### config.mk
export PLATFORM = sky130hd
export DESIGN_NAME = pacman_dir_arbiter_flat
export DESIGN_NICKNAME = d
export VERILOG_FILES = /design/src/rtl/pacman_dir_arbiter_if.sv /design/src/rtl/pacman_dir_arbiter.sv /design/src/flat_wrapper.sv
export SDC_FILE = /design/constraint.sdc
export NUM_CORES = 1
export LEC_CHECK = 0
export ABC_AREA = 1
export ABC_CLOCK_PERIOD_IN_PS = 1400
export CAP_MARGIN = 25
export CORE_MARGIN = 4
export CORE_UTILIZATION = 45
export DETAILED_ROUTE_END_ITERATION = 8
export PLACE_DENSITY = 0.78
export SLEW_MARGIN = 0
export SYNTH_ARGS = -nofsm -noshare
export SYNTH_HDL_FRONTEND = slang
export SYNTH_SLANG_ARGS = --single-unit
export TNS_END_PERCENT = 30
### constraint.sdc
create_clock -name clk -period 1.4 [get_ports clk]
set_input_delay 0.14 -clock clk [delete_from_list [all_inputs] [get_ports clk]]
set_output_delay 0.14 -clock clk [all_outputs]
set_load 0.01 [all_outputs]
### src/rtl/pacman_dir_arbiter_if.sv
// Keyboard and turn-evaluation signals between the pacman core and the direction arbiter.
// The arbiter uses the slave modport; the driving side uses the master modport.
interface pacman_dir_arbiter_if;
  logic [7:0] keycode;
  logic       keystrobe;
  logic       frame_tick;
  logic       aligned;
  logic [3:0] neighbour_open;
  logic [1:0] dir;
  logic       moving;
  logic       pending_valid;

  modport master (
    output keycode, frame_tick, aligned, neighbour_open,
    input  keystrobe, dir, moving, pending_valid
  );

  modport slave (
    input  keycode, frame_tick, aligned, neighbour_open,
    output keystrobe, dir, moving, pending_valid
  );
endinterface

### src/rtl/pacman_dir_arbiter.sv
// Buffers keyboard direction requests and applies them to pacman's heading on frame ticks.
// A request is taken at once if it reverses the heading, otherwise when the sprite is aligned.
module pacman_dir_arbiter #(
  parameter int HOLD_FRAMES = 8,
  parameter int ACK_CYCLES  = 1
) (
  input logic                  clk,
  input logic                  reset,
  pacman_dir_arbiter_if.slave  bus
);

  localparam logic [1:0] ST_IDLE    = 2'd0;
  localparam logic [1:0] ST_ACK     = 2'd1;
  localparam logic [1:0] ST_RELEASE = 2'd2;

  localparam logic [3:0] ACK_LEN  = 4'(ACK_CYCLES);
  localparam logic [7:0] HOLD_LEN = 8'(HOLD_FRAMES);

  logic [1:0] state_r;
  logic [3:0] ack_cnt_r;
  logic       keystrobe_r;
  logic [1:0] pending_r;
  logic       pending_valid_r;
  logic [7:0] age_r;
  logic [1:0] dir_r;
  logic       moving_r;

  logic       key_valid_s;
  logic [1:0] key_dir_s;
  logic       accept_s;
  logic       reverse_s;
  logic       consume_s;
  logic [1:0] new_dir_s;
  logic [7:0] age_inc_s;

  // Keycode decode; unknown codes are acknowledged but never buffered.
  always_comb begin
    key_dir_s   = 2'd0;
    key_valid_s = 1'b0;
    case (bus.keycode)
      8'hf7: begin key_dir_s = 2'd0; key_valid_s = 1'b1; end
      8'he1: begin key_dir_s = 2'd1; key_valid_s = 1'b1; end
      8'hf3: begin key_dir_s = 2'd2; key_valid_s = 1'b1; end
      8'he4: begin key_dir_s = 2'd3; key_valid_s = 1'b1; end
      default: begin key_dir_s = 2'd0; key_valid_s = 1'b0; end
    endcase
  end

  // Turn decision from the registered pending/dir values seen at this edge.
  always_comb begin
    accept_s  = (state_r == ST_IDLE) && bus.keycode[7];
    reverse_s = (pending_r == (dir_r ^ 2'd2));
    consume_s = bus.frame_tick && pending_valid_r &&
                (reverse_s || (bus.aligned && bus.neighbour_open[pending_r]));
    if (consume_s) begin
      new_dir_s = pending_r;
    end else begin
      new_dir_s = dir_r;
    end
    if (age_r == 8'hff) begin
      age_inc_s = age_r;
    end else begin
      age_inc_s = age_r + 8'd1;
    end
  end

  // Key handshake: accept once, strobe for ACK_CYCLES, then wait for key release.
  always_ff @(posedge clk) begin
    if (reset) begin
      state_r     <= ST_IDLE;
      ack_cnt_r   <= 4'd0;
      keystrobe_r <= 1'b0;
    end else begin
      case (state_r)
        ST_IDLE: begin
          if (bus.keycode[7]) begin
            state_r     <= ST_ACK;
            ack_cnt_r   <= 4'd1;
            keystrobe_r <= 1'b1;
          end else begin
            keystrobe_r <= 1'b0;
          end
        end
        ST_ACK: begin
          if (ack_cnt_r >= ACK_LEN) begin
            state_r     <= ST_RELEASE;
            keystrobe_r <= 1'b0;
          end else begin
            ack_cnt_r   <= ack_cnt_r + 4'd1;
            keystrobe_r <= 1'b1;
          end
        end
        ST_RELEASE: begin
          keystrobe_r <= 1'b0;
          if (!bus.keycode[7]) begin
            state_r <= ST_IDLE;
          end
        end
        default: begin
          state_r     <= ST_IDLE;
          keystrobe_r <= 1'b0;
        end
      endcase
    end
  end

  // Heading, movement and request buffer; a coinciding key accept overrides the tick result.
  always_ff @(posedge clk) begin
    if (reset) begin
      dir_r           <= 2'd1;
      moving_r        <= 1'b0;
      pending_r       <= 2'd0;
      pending_valid_r <= 1'b0;
      age_r           <= 8'd0;
    end else begin
      if (bus.frame_tick) begin
        dir_r    <= new_dir_s;
        moving_r <= !bus.aligned || bus.neighbour_open[new_dir_s];
        if (consume_s) begin
          pending_valid_r <= 1'b0;
        end else begin
          age_r <= age_inc_s;
          if (age_inc_s >= HOLD_LEN) begin
            pending_valid_r <= 1'b0;
          end
        end
      end
      if (accept_s && key_valid_s) begin
        pending_r       <= key_dir_s;
        pending_valid_r <= 1'b1;
        age_r           <= 8'd0;
      end
    end
  end

  assign bus.keystrobe     = keystrobe_r;
  assign bus.dir           = dir_r;
  assign bus.moving        = moving_r;
  assign bus.pending_valid = pending_valid_r;

endmodule

### src/flat_wrapper.sv
// flat-port wrapper written by rule: the top's interface ports become plain ports
module pacman_dir_arbiter_flat 
#(
  parameter int HOLD_FRAMES = 8,
  parameter int ACK_CYCLES  = 1
)
  (clk, reset, bus_keycode, bus_frame_tick, bus_aligned, bus_neighbour_open, bus_keystrobe, bus_dir, bus_moving, bus_pending_valid);
  pacman_dir_arbiter_if bus_i ();
  input logic clk;
  input logic reset;
  input wire logic [$bits(bus_i.keycode)-1:0] bus_keycode;
  input wire logic [$bits(bus_i.frame_tick)-1:0] bus_frame_tick;
  input wire logic [$bits(bus_i.aligned)-1:0] bus_aligned;
  input wire logic [$bits(bus_i.neighbour_open)-1:0] bus_neighbour_open;
  output wire logic [$bits(bus_i.keystrobe)-1:0] bus_keystrobe;
  output wire logic [$bits(bus_i.dir)-1:0] bus_dir;
  output wire logic [$bits(bus_i.moving)-1:0] bus_moving;
  output wire logic [$bits(bus_i.pending_valid)-1:0] bus_pending_valid;
  assign bus_i.keycode = bus_keycode;
  assign bus_i.frame_tick = bus_frame_tick;
  assign bus_i.aligned = bus_aligned;
  assign bus_i.neighbour_open = bus_neighbour_open;
  assign bus_keystrobe = bus_i.keystrobe;
  assign bus_dir = bus_i.dir;
  assign bus_moving = bus_i.moving;
  assign bus_pending_valid = bus_i.pending_valid;
  pacman_dir_arbiter #(.HOLD_FRAMES(HOLD_FRAMES), .ACK_CYCLES(ACK_CYCLES)) u_core (.clk(clk), .reset(reset), .bus(bus_i));
endmodule
# == Word level (Yosys, flattened, before mapping) ==
# Index checks and enable logic that the tools add are counted.
# op_classes
n_addsub,2
magnitude_cmp,4
eq_ne,12
n_mux,22
bitwise,2
reduce_logical,18
# ops
op,n
"8-bit == test, second input constant",5
2-bit case mux with 3 select lines,2
1-bit two-way mux,9
"8-bit by 1-bit adder with 8-bit output, second input constant",1
"8-bit by 4-bit greater-or-equal comparator with 1-bit output, second input constant",1
2-bit two-way mux,4
4-bit two-way mux,2
8-bit two-way mux,1
4-bit case mux with 2 select lines,1
"2-bit by 3-bit < comparator with 1-bit output, second input constant",2
"2-bit inequality test, second input constant",3
3-bit AND reduction,2
1-bit logical AND,5
"4-bit by 1-bit adder with 4-bit output, second input constant",1
1-bit binary-select mux with 2-bit select,2
"4-bit by 1-bit greater-or-equal comparator with 1-bit output, second input constant",1
2-bit AND reduction,2
2-bit nonzero test,2
4-bit OR reduction,1
3-bit nonzero test,1
"2-bit by 1-bit == test with 1-bit output, second input constant",1
2-bit == test,1
"2-bit == test, second input constant",1
2-bit logical NOT,1
6 further kinds,8
# word_totals
reg_bits,21
out_inout_bits,5
word_cells,68

# == Logic depth before layout (Yosys ltp) ==
# Gate-level depths: netlist (run 1).
# logic_depth
ltp_word,9
ltp_mapped,13

# == Worst setup path after synthesis (run 1) ==
# OpenSTA, ideal clock, no wires.
# synth_path
path_kind,reg2reg
start,register u_core.age_r[0]
end,"register u_core.pending_valid_r, in the netlist u_core.bus.pending_valid"
setup_ns,0.071
arrival_time_ns,1.380
t_required_ns,1.329
slack_ns,-0.051
path_stages_with_launch,11
path_buffers,0
path_cell_list,dfxtp_1 > ha_1 > nand2_1 > nor2_2 > nand2_2 > nand2_2 > xor2_1 > nand4_1 > nand2_1 > nand2_1 > a21oi_1
# synth_via
elab_chain_len,5
# synth_rtl
element,line,source
start: declaration,pacman_dir_arbiter.sv:24,logic [7:0] age_r;
start signal: assignment,pacman_dir_arbiter.sv:122,age_r <= age_inc_s;
8-bit by 1-bit adder with 8-bit output / 8-bit == test (equally long branches),"pacman_dir_arbiter.sv:63, pacman_dir_arbiter.sv:60",
8-bit two-way mux *,pacman_dir_arbiter.sv:60,if (age_r == 8'hff) begin
8-bit by 4-bit greater-or-equal comparator with 1-bit output *,pacman_dir_arbiter.sv:123,if (age_inc_s >= HOLD_LEN) begin
3-bit nonzero test (no line) *,n/a,
2-bit AND reduction (no line) *,n/a,
end signal: assignment,pacman_dir_arbiter.sv:120,pending_valid_r <= 1'b0;
end signal: assignment,pacman_dir_arbiter.sv:124,pending_valid_r <= 1'b0;
end signal: assignment,pacman_dir_arbiter.sv:130,pending_valid_r <= 1'b1;
end: declaration,pacman_dir_arbiter.sv:23,logic pending_valid_r;
# Mark *: on every way between the ends. The rest lies on a longest branch, timed or not.
# A chain may end at the register's enable or synchronous reset.

# == Worst setup path after layout (run 1) ==
# Ends and elaborated chain as after synthesis.

==> results.md, run 1 <==
- LEAKAGE: slightly below 0.9 nW
- I/O Buffers: 20
- Fillers: 207
- Core box area: around 2500 µm²
- Vias in the first global route: between 1000 and 1500
- Sw Share: 29.3%
- Final Non-Filler Cells: between 200 and 300
- Wire length of the first global-routing pass: 5.20 mm
- Top cell by count, worst path: nand2_1
- Final period utilization: 103%
- Crit Path Category: flop to flop
- Area growth, synth to finish: 45.3%
- Max Cap Violations: 0
- Via count: 1373
- Worst slew pin tran: 250 ps
- Worst Setup End Kind: flop
- Maximum vdd ir drop: 0.549 mV
- Diode count: 0
- Gr ovfl total: 0
- Data required, critical path: between 1500 and 2000 ps
- Fin. max-slew vios: 0
- Root Buffer: clkbuf_4
- Die X: approximately 60 µm
- Hold Vio Cnt, Final: 0
- Violated checks: negative setup slack
- Clock Skews: around 7.0 ps
- Count of cell types in the netlist: 26
- GRT Util Overall: between 10% and 20%
- RD Place Congestion: 0.854
- Final setup margin: -48.9 ps
- DRT antenna net count: 0
- Final count of negative-setup-slack endpoints: 3
- # DRC: 0
- Synth Warn #: 0
- Cell Chain, Critical Path: ha_4, nand2_4, inv_1, nand2_1, nand2_1, o21ai_2, nand2_1, nor2_1, nand4_1, nand2_1, nand2_1, a21oi_1
- CTS Buf Count: 3
- Post-Synthesis Cells: roughly 190
- RSZ-0062 raised after global routing: true
- Die Height: between 60 and 70 µm
- Final wirelength: roughly 3.1 mm
- Post-synthesis sequential area ratio: around a third
- Vias per Instance: 5.01
- Status: finished, violations left
- Layout cells sized above 1: around 28%
- Setup crit start kind: flop
- Deepest clock path buffer count: 2
- Largest net degree at the start of global routing: 12
- Syn Nets: 212
- Combinational Power Share: between 20% and 30%
- Min Hold Slack: between 400 and 500 ps
- Max H-tree Level: 1
- 1st-iter DRT viols: about 80
- Switching power: around 370 µW
- # hold bufs at CTS: 0
- Initial core utilization: slightly below 50%
- Clk network pwr share: 23.9%
- Initial antenna violation count: 0
- Hold Crit Class: flop to flop
- CP peak stage delay: approximately 380 ps
- Die ar.: 3650 µm²
- Worst-skew pair later-pin latency: approximately 310 ps
- Pwr/cell area: 708 nW/µm²
- Setup TNS: -68.7 ps
- Post-DP HPWL: roughly 2.2 mm
- Syn Std Cell Area: between 1000 and 1500 µm²
- Post-layout minimum cycle time: 1450 ps
- Tot Pwr: 1.27 mW
- Util after Layout: a little over two thirds
- First-pass DRT Iterations: 4
- # nets final: around 270
- IO Count: 21
- Std-Cell Rows: 18
- CTS tree: yes
- CP max-delay cell: dfxtp_4
- CTS Sinks: 21
- Slew HR: between 80% and 90%
- Int Power: ~900 µW
- Reg clk slew, reported paths: 120 ps
- WL/cell: around 11 µm
- Critical path arrival: approximately 1700 ps
- Flop pwr share: between 50% and 60%
- Critical-path maximum fanout: 3
- Most frequent cells in the layout: 49 x nand2_1, 29 x buf_4, 27 x inv_1
- Most common cell after layout, fill and taps aside: nand2_1
- Max frequency: just under 700 MHz
- Average cell area after synthesis: between 6 and 7 µm²
- DP Cell Count: roughly 270
- Yosys reg bits: 21
[metrics by stage]
| stage | cell area, µm² | worst slack (ps) |
|---|---|---|
| after floorplan | 1250 | 5.66 |
| after global placement | 1670 | -193 |
| after detailed placement | 1670 | -224 |
| after CTS | 1750 | -23.3 |
| after global routing | 1800 | -160 |
| final | 1800 | -48.9 |
[worst max-delay path, delay by kind of cell (launching register included)]
kind | cells | cell delay, ps
AND/OR/NAND/NOR | 8 | 630
buffers and inverters | 1 | 50
flip-flops | 1 | 380
AO/OA/AOI/OAI | 2 | 180
adder cells (fa/ha/maj) | 1 | 170
[flip-flops by register name, indices dropped and copies added (netlist names)]
| name | cells |
|---|---|
| u_core.pending_r | 2 |
| u_core.bus.keystrobe | 1 |
| u_core.state_r | 2 |
| u_core.bus.dir | 2 |
| u_core.bus.moving | 1 |
| u_core.bus.pending_valid | 1 |
| u_core.ack_cnt_r | 4 |
| u_core.age_r | 8 |
[power by group through the flow]
stage	clock network (mW)	registers, mW	logic, mW
after floorplan	0	0.675	0.142
after global placement	0	0.676	0.261
after detailed placement	0	0.678	0.268
after CTS	0.315	0.664	0.279
after global routing	0.338	0.674	0.337
final	0.304	0.668	0.301
[timing repair]
action	in CTS	in global routing
cloned	0	0
buffers inserted	3	1
resized for setup	12	20
endpoints found under the setup margin	14	16
pin swaps	3	1
[synth_stat cells, drive strengths merged]
library cell / instances / share of area (%)
inv: 31 / 9.4
nand3b: 1 / 0.61
nor2: 21 / 7.2
nand3: 17 / 7.3
o32ai: 1 / 0.71
nand4: 4 / 2.0
and3: 1 / 0.51
a31oi: 2 / 1.0
o21ai: 15 / 6.4
a21oi: 11 / 4.5
o22ai: 1 / 0.51
nand2: 58 / 20
a211oi: 1 / 0.61
clkbuf: 1 / 0.30
nor3: 1 / 0.40
xor2: 1 / 0.71
ha: 4 / 4.0
dfxtp: 21 / 34
[path summary, 6_finish.rpt]
kind / depth (start not counted) / to / slack [ps] / start
worst max-delay path: 12 / u_core.bus.pending_valid / -50 / u_core.age_r[0]
worst min-delay path: 2 / u_core.ack_cnt_r[3] / 450 / u_core.ack_cnt_r[3]
worst max register to register: 12 / u_core.bus.pending_valid / -50 / u_core.age_r[0]
worst min register to register: 2 / u_core.ack_cnt_r[3] / 450 / u_core.ack_cnt_r[3]
[cell type report]
cell class,instances,area (µm²),area share [%]
clock buffers,4,26.3,1.46
inverters,31,119,6.62
multi-input cells,139,752,41.9
flip-flops and latches,21,440,24.5
well taps,30,37.5,2.09
repair buffers,49,422,23.5
[kinds of logic after synthesis]
kind of cell / synth area share (%)
flip-flops: 34.0
buffers and inverters: 9.72
AND/OR/NAND/NOR: 37.9
adder cells (fa/ha/maj): 4.05
XOR/XNOR: 0.709
AO/OA/AOI/OAI: 13.7
[metal layers]
metal | track usage [%] | up-vias | wire (µm)
li1 | - | 722 | -
met1 | 22.2 | 604 | 1320
met2 | 33.5 | 43 | 1510
met3 | 3.40 | 4 | 182
met4 | 7.12 | 0 | 33
met5 | 0 | - | 0
(Power assumes the default switching activity.)
==> inputs of run 2 (changes only) <==
--- a/config.mk
+++ b/config.mk
@@ -7,11 +7,10 @@
 export LEC_CHECK = 0
 export ABC_AREA = 1
 export ABC_CLOCK_PERIOD_IN_PS = 1400
-export CAP_MARGIN = 25
 export CORE_MARGIN = 4
-export CORE_UTILIZATION = 45
+export CORE_UTILIZATION = 47
 export DETAILED_ROUTE_END_ITERATION = 8
-export PLACE_DENSITY = 0.78
+export PLACE_DENSITY = 0.81
 export SLEW_MARGIN = 0
 export SYNTH_ARGS = -nofsm -noshare
 export SYNTH_HDL_FRONTEND = slang
==> results.md, run 2 (synthesis gave the netlist of run 1 again) <==
- Initial core utilization: around half
- Tot Pwr: around 1.3 mW
- Core box area: between 2000 and 2500 µm²
- Status: finished, violations left
- Worst slew pin tran: 268 ps
- Setup crit start kind: flop
- Max frequency: 661 MHz
- Final Non-Filler Cells: 280
- Post-DP HPWL: between 2 and 2.5 mm
- Final setup margin: -112 ps
- Clock Skews: 6.81 ps
- Vias per Instance: between 5 and 6
- WL/cell: 11.9 µm
- Die ar.: approximately 3500 µm²
- Most common cell after layout, fill and taps aside: nand2_1
- Hold path cells: 2
- Max H-tree Level: 1
- Largest register FFs: 8
- Final period utilization: 108%
- Gr ovfl total: 0
- GRT Util Overall: ~18%
- Root Buffer: clkbuf_4
- Data required, critical path: 1640 ps
- I/O Buffers: 20
- Fillers: about 180
- Critical path arrival: around 1800 ps
- # hold bufs at CTS: 0
- Area growth, synth to finish: 51.7%
- # nets final: roughly 270
- Final count of negative-setup-slack endpoints: 5
- Largest net degree at the start of global routing: 13
- CTS tree: yes
- Layout cells sized above 1: between 30% and 40%
- Util after Layout: between 70% and 80%
- Crit Path Category: flop to flop
- Number of cells on the worst reg-to-reg path: 12
- 1st-iter DRT viols: 82
- CP max-delay cell: dfxtp_4
- Std-Cell Rows: 18
- R2r endpoint: u_core.bus.pending_valid
- Hold Vio Cnt, Final: 0
- Slew HR: around 82%
- Die Height: ~60 µm
- Initial antenna violation count: 0
- Violated checks: negative setup slack
- Reg with most FFs: u_core.age_r
- Hold Startpoint: u_core.ack_cnt_r[3]
- Hold Crit Class: flop to flop
- Wire length of the first global-routing pass: ~5 mm
- CTS Sinks: 21
- Cell Chain, Critical Path: ha_4, buf_6, nand3_2, nand2_2, nand2_2, inv_2, nand4_1, nor2_1, nand4_1, nand2_1, nand2_1, a21oi_1
- Diode count: 0
- Vias in the first global route: 1228
- Reg clk slew, reported paths: 120 ps
- LEAKAGE: 0.905 nW
- Critical-path maximum fanout: 4
- CP top delay family: simple AND/OR/NAND/NOR gates
- Die X: between 50 and 60 µm
- Via count: ~1500
- Final wirelength: 3.34 mm
- First-pass DRT Iterations: 4
- Setup TNS: -241 ps
- Buf+Inv Stages, Crit Path: 2
- Post-layout minimum cycle time: about 1500 ps
- Most frequent cells in the layout: 46 x nand2_1, 33 x buf_4, 25 x inv_1
- Worst-skew pair later-pin latency: 300 ps
- CP peak stage delay: 400 ps
- Hold Path End: u_core.ack_cnt_r[3]
- Deepest clock path buffer count: 2
- DRT antenna net count: 0
- RD Place Congestion: between 0.8 and 0.9
- Maximum vdd ir drop: 0.727 mV
- CTS Buf Count: 3
- Top Registers: u_core.age_r (8), u_core.ack_cnt_r (4)
- Pwr/cell area: around 700 nW/µm²
- Max Cap Violations: 0
- Fin. max-slew vios: 0
- DP Cell Count: 271
- RSZ-0062 raised after global routing: true
- # DRC: 0
- IO Count: 21
- R2R Setup Slk: -110 ps
- R2R Path Start: u_core.age_r[0]
- Worst Setup End Kind: flop
[run 2: area by class of cell]
cell class	count	area, µm²	share of cell area, %
clock buffer	3	22.5	1.20
sequential	21	444	23.7
timing repair buffer	55	473	25.2
tap	30	37.5	2.00
multi-input combinational	139	767	40.9
inverter	31	126	6.74
clock inverter	1	5.00	0.267
[run 2: worst register-to-register path, cell delays in order, from the launching register on]
cell	delay, ps
dfxtp_4	400
ha_4	160
buf_6	100
nand3_2	70
nand2_2	70
nand2_2	60
inv_2	50
nand4_1	70
nor2_1	120
nand4_1	100
nand2_1	70
nand2_1	50
a21oi_1	120
[run 2: worst max path at each step]
stage / start / endpoint / slack, ps / cells after the start
floorplan: u_core.age_r[1] / u_core.bus.pending_valid / 6 / 10
global placement: bus_neighbour_open[1] / u_core.bus.moving / -190 / 14
detailed placement: bus_keycode[0] / u_core.age_r[7] / -260 / 11
CTS: u_core.age_r[1] / u_core.bus.pending_valid / -50 / 12
global route: u_core.age_r[0] / u_core.bus.pending_valid / -230 / 10
finish: u_core.age_r[0] / u_core.bus.pending_valid / -110 / 12
[run 2: metrics by stage]
step                area (µm²)  hold slack, ps  setup WS, ps
finish                    1880             467          -112
global route              1880             498          -228
CTS                       1780             476         -47.9
detailed placement        1710             457          -258
global placement          1710             436          -186
floorplan                 1250             304          5.66
[run 2: timing repair]
item                       in CTS  in global routing
setup endpoints to repair      11                 17
setup buffers                   2                  3
resized for setup               9                 30
pin swaps                       5                 10
cloned                          0                  0
hold endpoints to repair        0                  0
[run 2: per-layer routing]
| metal | track usage, % | wire length [µm] | vias to the layer above |
|---|---|---|---|
| met5 | 0 | 0 | - |
| met4 | 4.85 | 78 | 0 |
| met3 | 4.14 | 183 | 10 |
| met2 | 31.7 | 1620 | 41 |
| met1 | 22.9 | 1460 | 660 |
| li1 | - | - | 740 |
[run 2: report_power, final]
part	internal [mW]	switching (mW)
registers	0.631	0.0325
logic	0.181	0.171
clock network	0.107	0.183
==> inputs of run 3 (changes only) <==
--- a/config.mk
+++ b/config.mk
@@ -11,6 +11,7 @@
 export CORE_UTILIZATION = 47
 export DETAILED_ROUTE_END_ITERATION = 8
 export PLACE_DENSITY = 0.81
+export SETUP_SLACK_MARGIN = 0.1
 export SLEW_MARGIN = 0
 export SYNTH_ARGS = -nofsm -noshare
 export SYNTH_HDL_FRONTEND = slang
==> results.md, run 3 (synthesis gave the netlist of run 1 again) <==
- Worst slew pin tran: around 260 ps
- Wire length of the first global-routing pass: 5.47 mm
- Gr ovfl total: 0
- Die X: around 59 µm
- R2r endpoint: u_core.bus.pending_valid
- Deepest clock path buffer count: 2
- Post-DP HPWL: roughly 2.3 mm
- Layout cells sized above 1: about a third
- Max H-tree Level: 1
- Die Height: around 59 µm
- Final setup margin: -84.3 ps
- Final wirelength: about 3.3 mm
- Most common cell after layout, fill and taps aside: nand2_1
- First-pass DRT Iterations: 4
- Via count: 1406
- R2R Setup Slk: -80 ps
- Pwr/cell area: 692 nW/µm²
- Top Registers: u_core.age_r (8), u_core.ack_cnt_r (4)
- Core box area: between 2000 and 2500 µm²
- Max frequency: between 600 and 700 MHz
- 1st-iter DRT viols: 47
- DP Cell Count: between 200 and 300
- Max Cap Violations: 0
- Data required, critical path: 1660 ps
- Largest register FFs: 8
- LEAKAGE: 0.929 nW
- Vias in the first global route: between 1000 and 1500
- DRT antenna net count: 0
- Worst Setup End Kind: flop
- Setup crit start kind: flop
- Critical path arrival: around 1700 ps
- # nets final: about 270
- RD Place Congestion: between 0.8 and 0.9
- Diode count: 0
- CTS Buf Count: 3
- Maximum vdd ir drop: ~0.56 mV
- GRT Util Overall: roughly a fifth
- CTS Sinks: 21
- CTS tree: yes
- Most frequent cells in the layout: 45 x nand2_1, 36 x buf_4, 24 x inv_1
- Hold path cells: 6
- # DRC: 0
- CP top delay family: simple AND/OR/NAND/NOR gates
- Final count of negative-setup-slack endpoints: 4
- Cell Chain, Critical Path: ha_4, nand2_4, inv_2, nand2_2, o21ai_2, nand2_1, nor2_1, nand4_1, nand2_1, nand2_1, a21oi_2
- Min Hold Slack: 414 ps
- Reg with most FFs: u_core.age_r
- WL/cell: around 12 µm
- # hold bufs at CTS: 0
- Critical-path maximum fanout: 3
- Hold Startpoint: bus_keycode[0]
- Initial core utilization: just under 50%
- Worst-skew pair later-pin latency: ~320 ps
- Reg clk slew, reported paths: 120 ps
- Hold Vio Cnt, Final: 0
- Violated checks: negative setup slack
- Initial antenna violation count: 0
- Setup TNS: -210 ps
- Fin. max-slew vios: 0
- Largest net degree at the start of global routing: 12
- Std-Cell Rows: 18
- Crit Path Category: flop to flop
- Root Buffer: clkbuf_4
- Slew HR: between 80 and 90%
- Number of cells on the worst reg-to-reg path: 11
- IO Count: 21
- Hold Path End: u_core.pending_r[0]
- Util after Layout: 75.6%
- Final Non-Filler Cells: approximately 280
- Top cell by count, worst path: nand2_1
- Buf+Inv Stages, Crit Path: 1
- I/O Buffers: 20
- Clock Skews: approximately 6.6 ps
- Post-layout minimum cycle time: roughly 1500 ps
- R2R Path Start: u_core.age_r[0]
- CP max-delay cell: dfxtp_4
- CP peak stage delay: ~390 ps
- Vias per Instance: roughly 5
- Status: finished, violations left
- Hold Crit Class: input port to flop
- RSZ-0062 raised after global routing: true
- Die ar.: 3510 µm²
- Final period utilization: 106%
- Area growth, synth to finish: 52.9%
-- run 3: tightest hold or removal path, cell delays in order --
cell and delay, ps:
dlymetal6s2s_1 150, nand3b_1 100, nand2_1 50, nand3_1 90, buf_4 110, o32ai_1 60
-- run 3: stage by stage --
step	total power [mW]	cell area, µm²	setup slack [ps]
after global routing	1.38	1890	-238
after global placement	0.954	1720	-194
after detailed placement	0.961	1720	-241
after CTS	1.29	1850	-61.5
after floorplan	0.819	1260	56.3
final	1.31	1890	-84.3
-- run 3: metal layers --
metal | vias up | global-route usage (%) | routed length, µm
li1 | 740 | - | -
met1 | 628 | 25.0 | 1430
met2 | 32 | 34.6 | 1600
met3 | 6 | 3.27 | 172
met4 | 0 | 7.77 | 56
met5 | - | 0 | 0
-- run 3: cell type report --
class	instances	area, µm²
Clock buffer	4	26.3
Fill cell	164	609
Inverter	31	126
Multi-Input combinational cell	139	786
Sequential cell	21	437
Tap cell	30	37.5
Timing Repair Buffer	57	478
-- run 3: what timing repair did --
item / in CTS / in global routing
endpoints found under the setup margin: 17 / 20
pin swaps: 12 / 6
setup buffers: 6 / 1
gates cloned: 0 / 0
gates resized for setup: 34 / 14
-- run 3: worst max-delay path by stage --
stage / start / endpoint / slack, ps / cells after the start
2_1_floorplan: u_core.age_r[0] / u_core.bus.pending_valid / 60 / 10
5_1_grt: u_core.age_r[0] / u_core.bus.pending_valid / -240 / 11
3_3_place_gp: bus_neighbour_open[0] / u_core.bus.moving / -190 / 13
6_report: u_core.age_r[0] / u_core.bus.pending_valid / -80 / 11
4_1_cts: u_core.age_r[0] / u_core.bus.pending_valid / -60 / 11
3_5_place_dp: bus_keycode[0] / u_core.age_r[6] / -240 / 11
-- run 3: power breakdown --
group / leakage, nW / switching (mW) / internal [mW] / total [mW]
combinational: 0.739 / 0.167 / 0.167 / 0.334
clock: 0.0150 / 0.196 / 0.112 / 0.307
sequential: 0.175 / 0.0321 / 0.635 / 0.667
total: 0.929 / 0.395 / 0.913 / 1.31
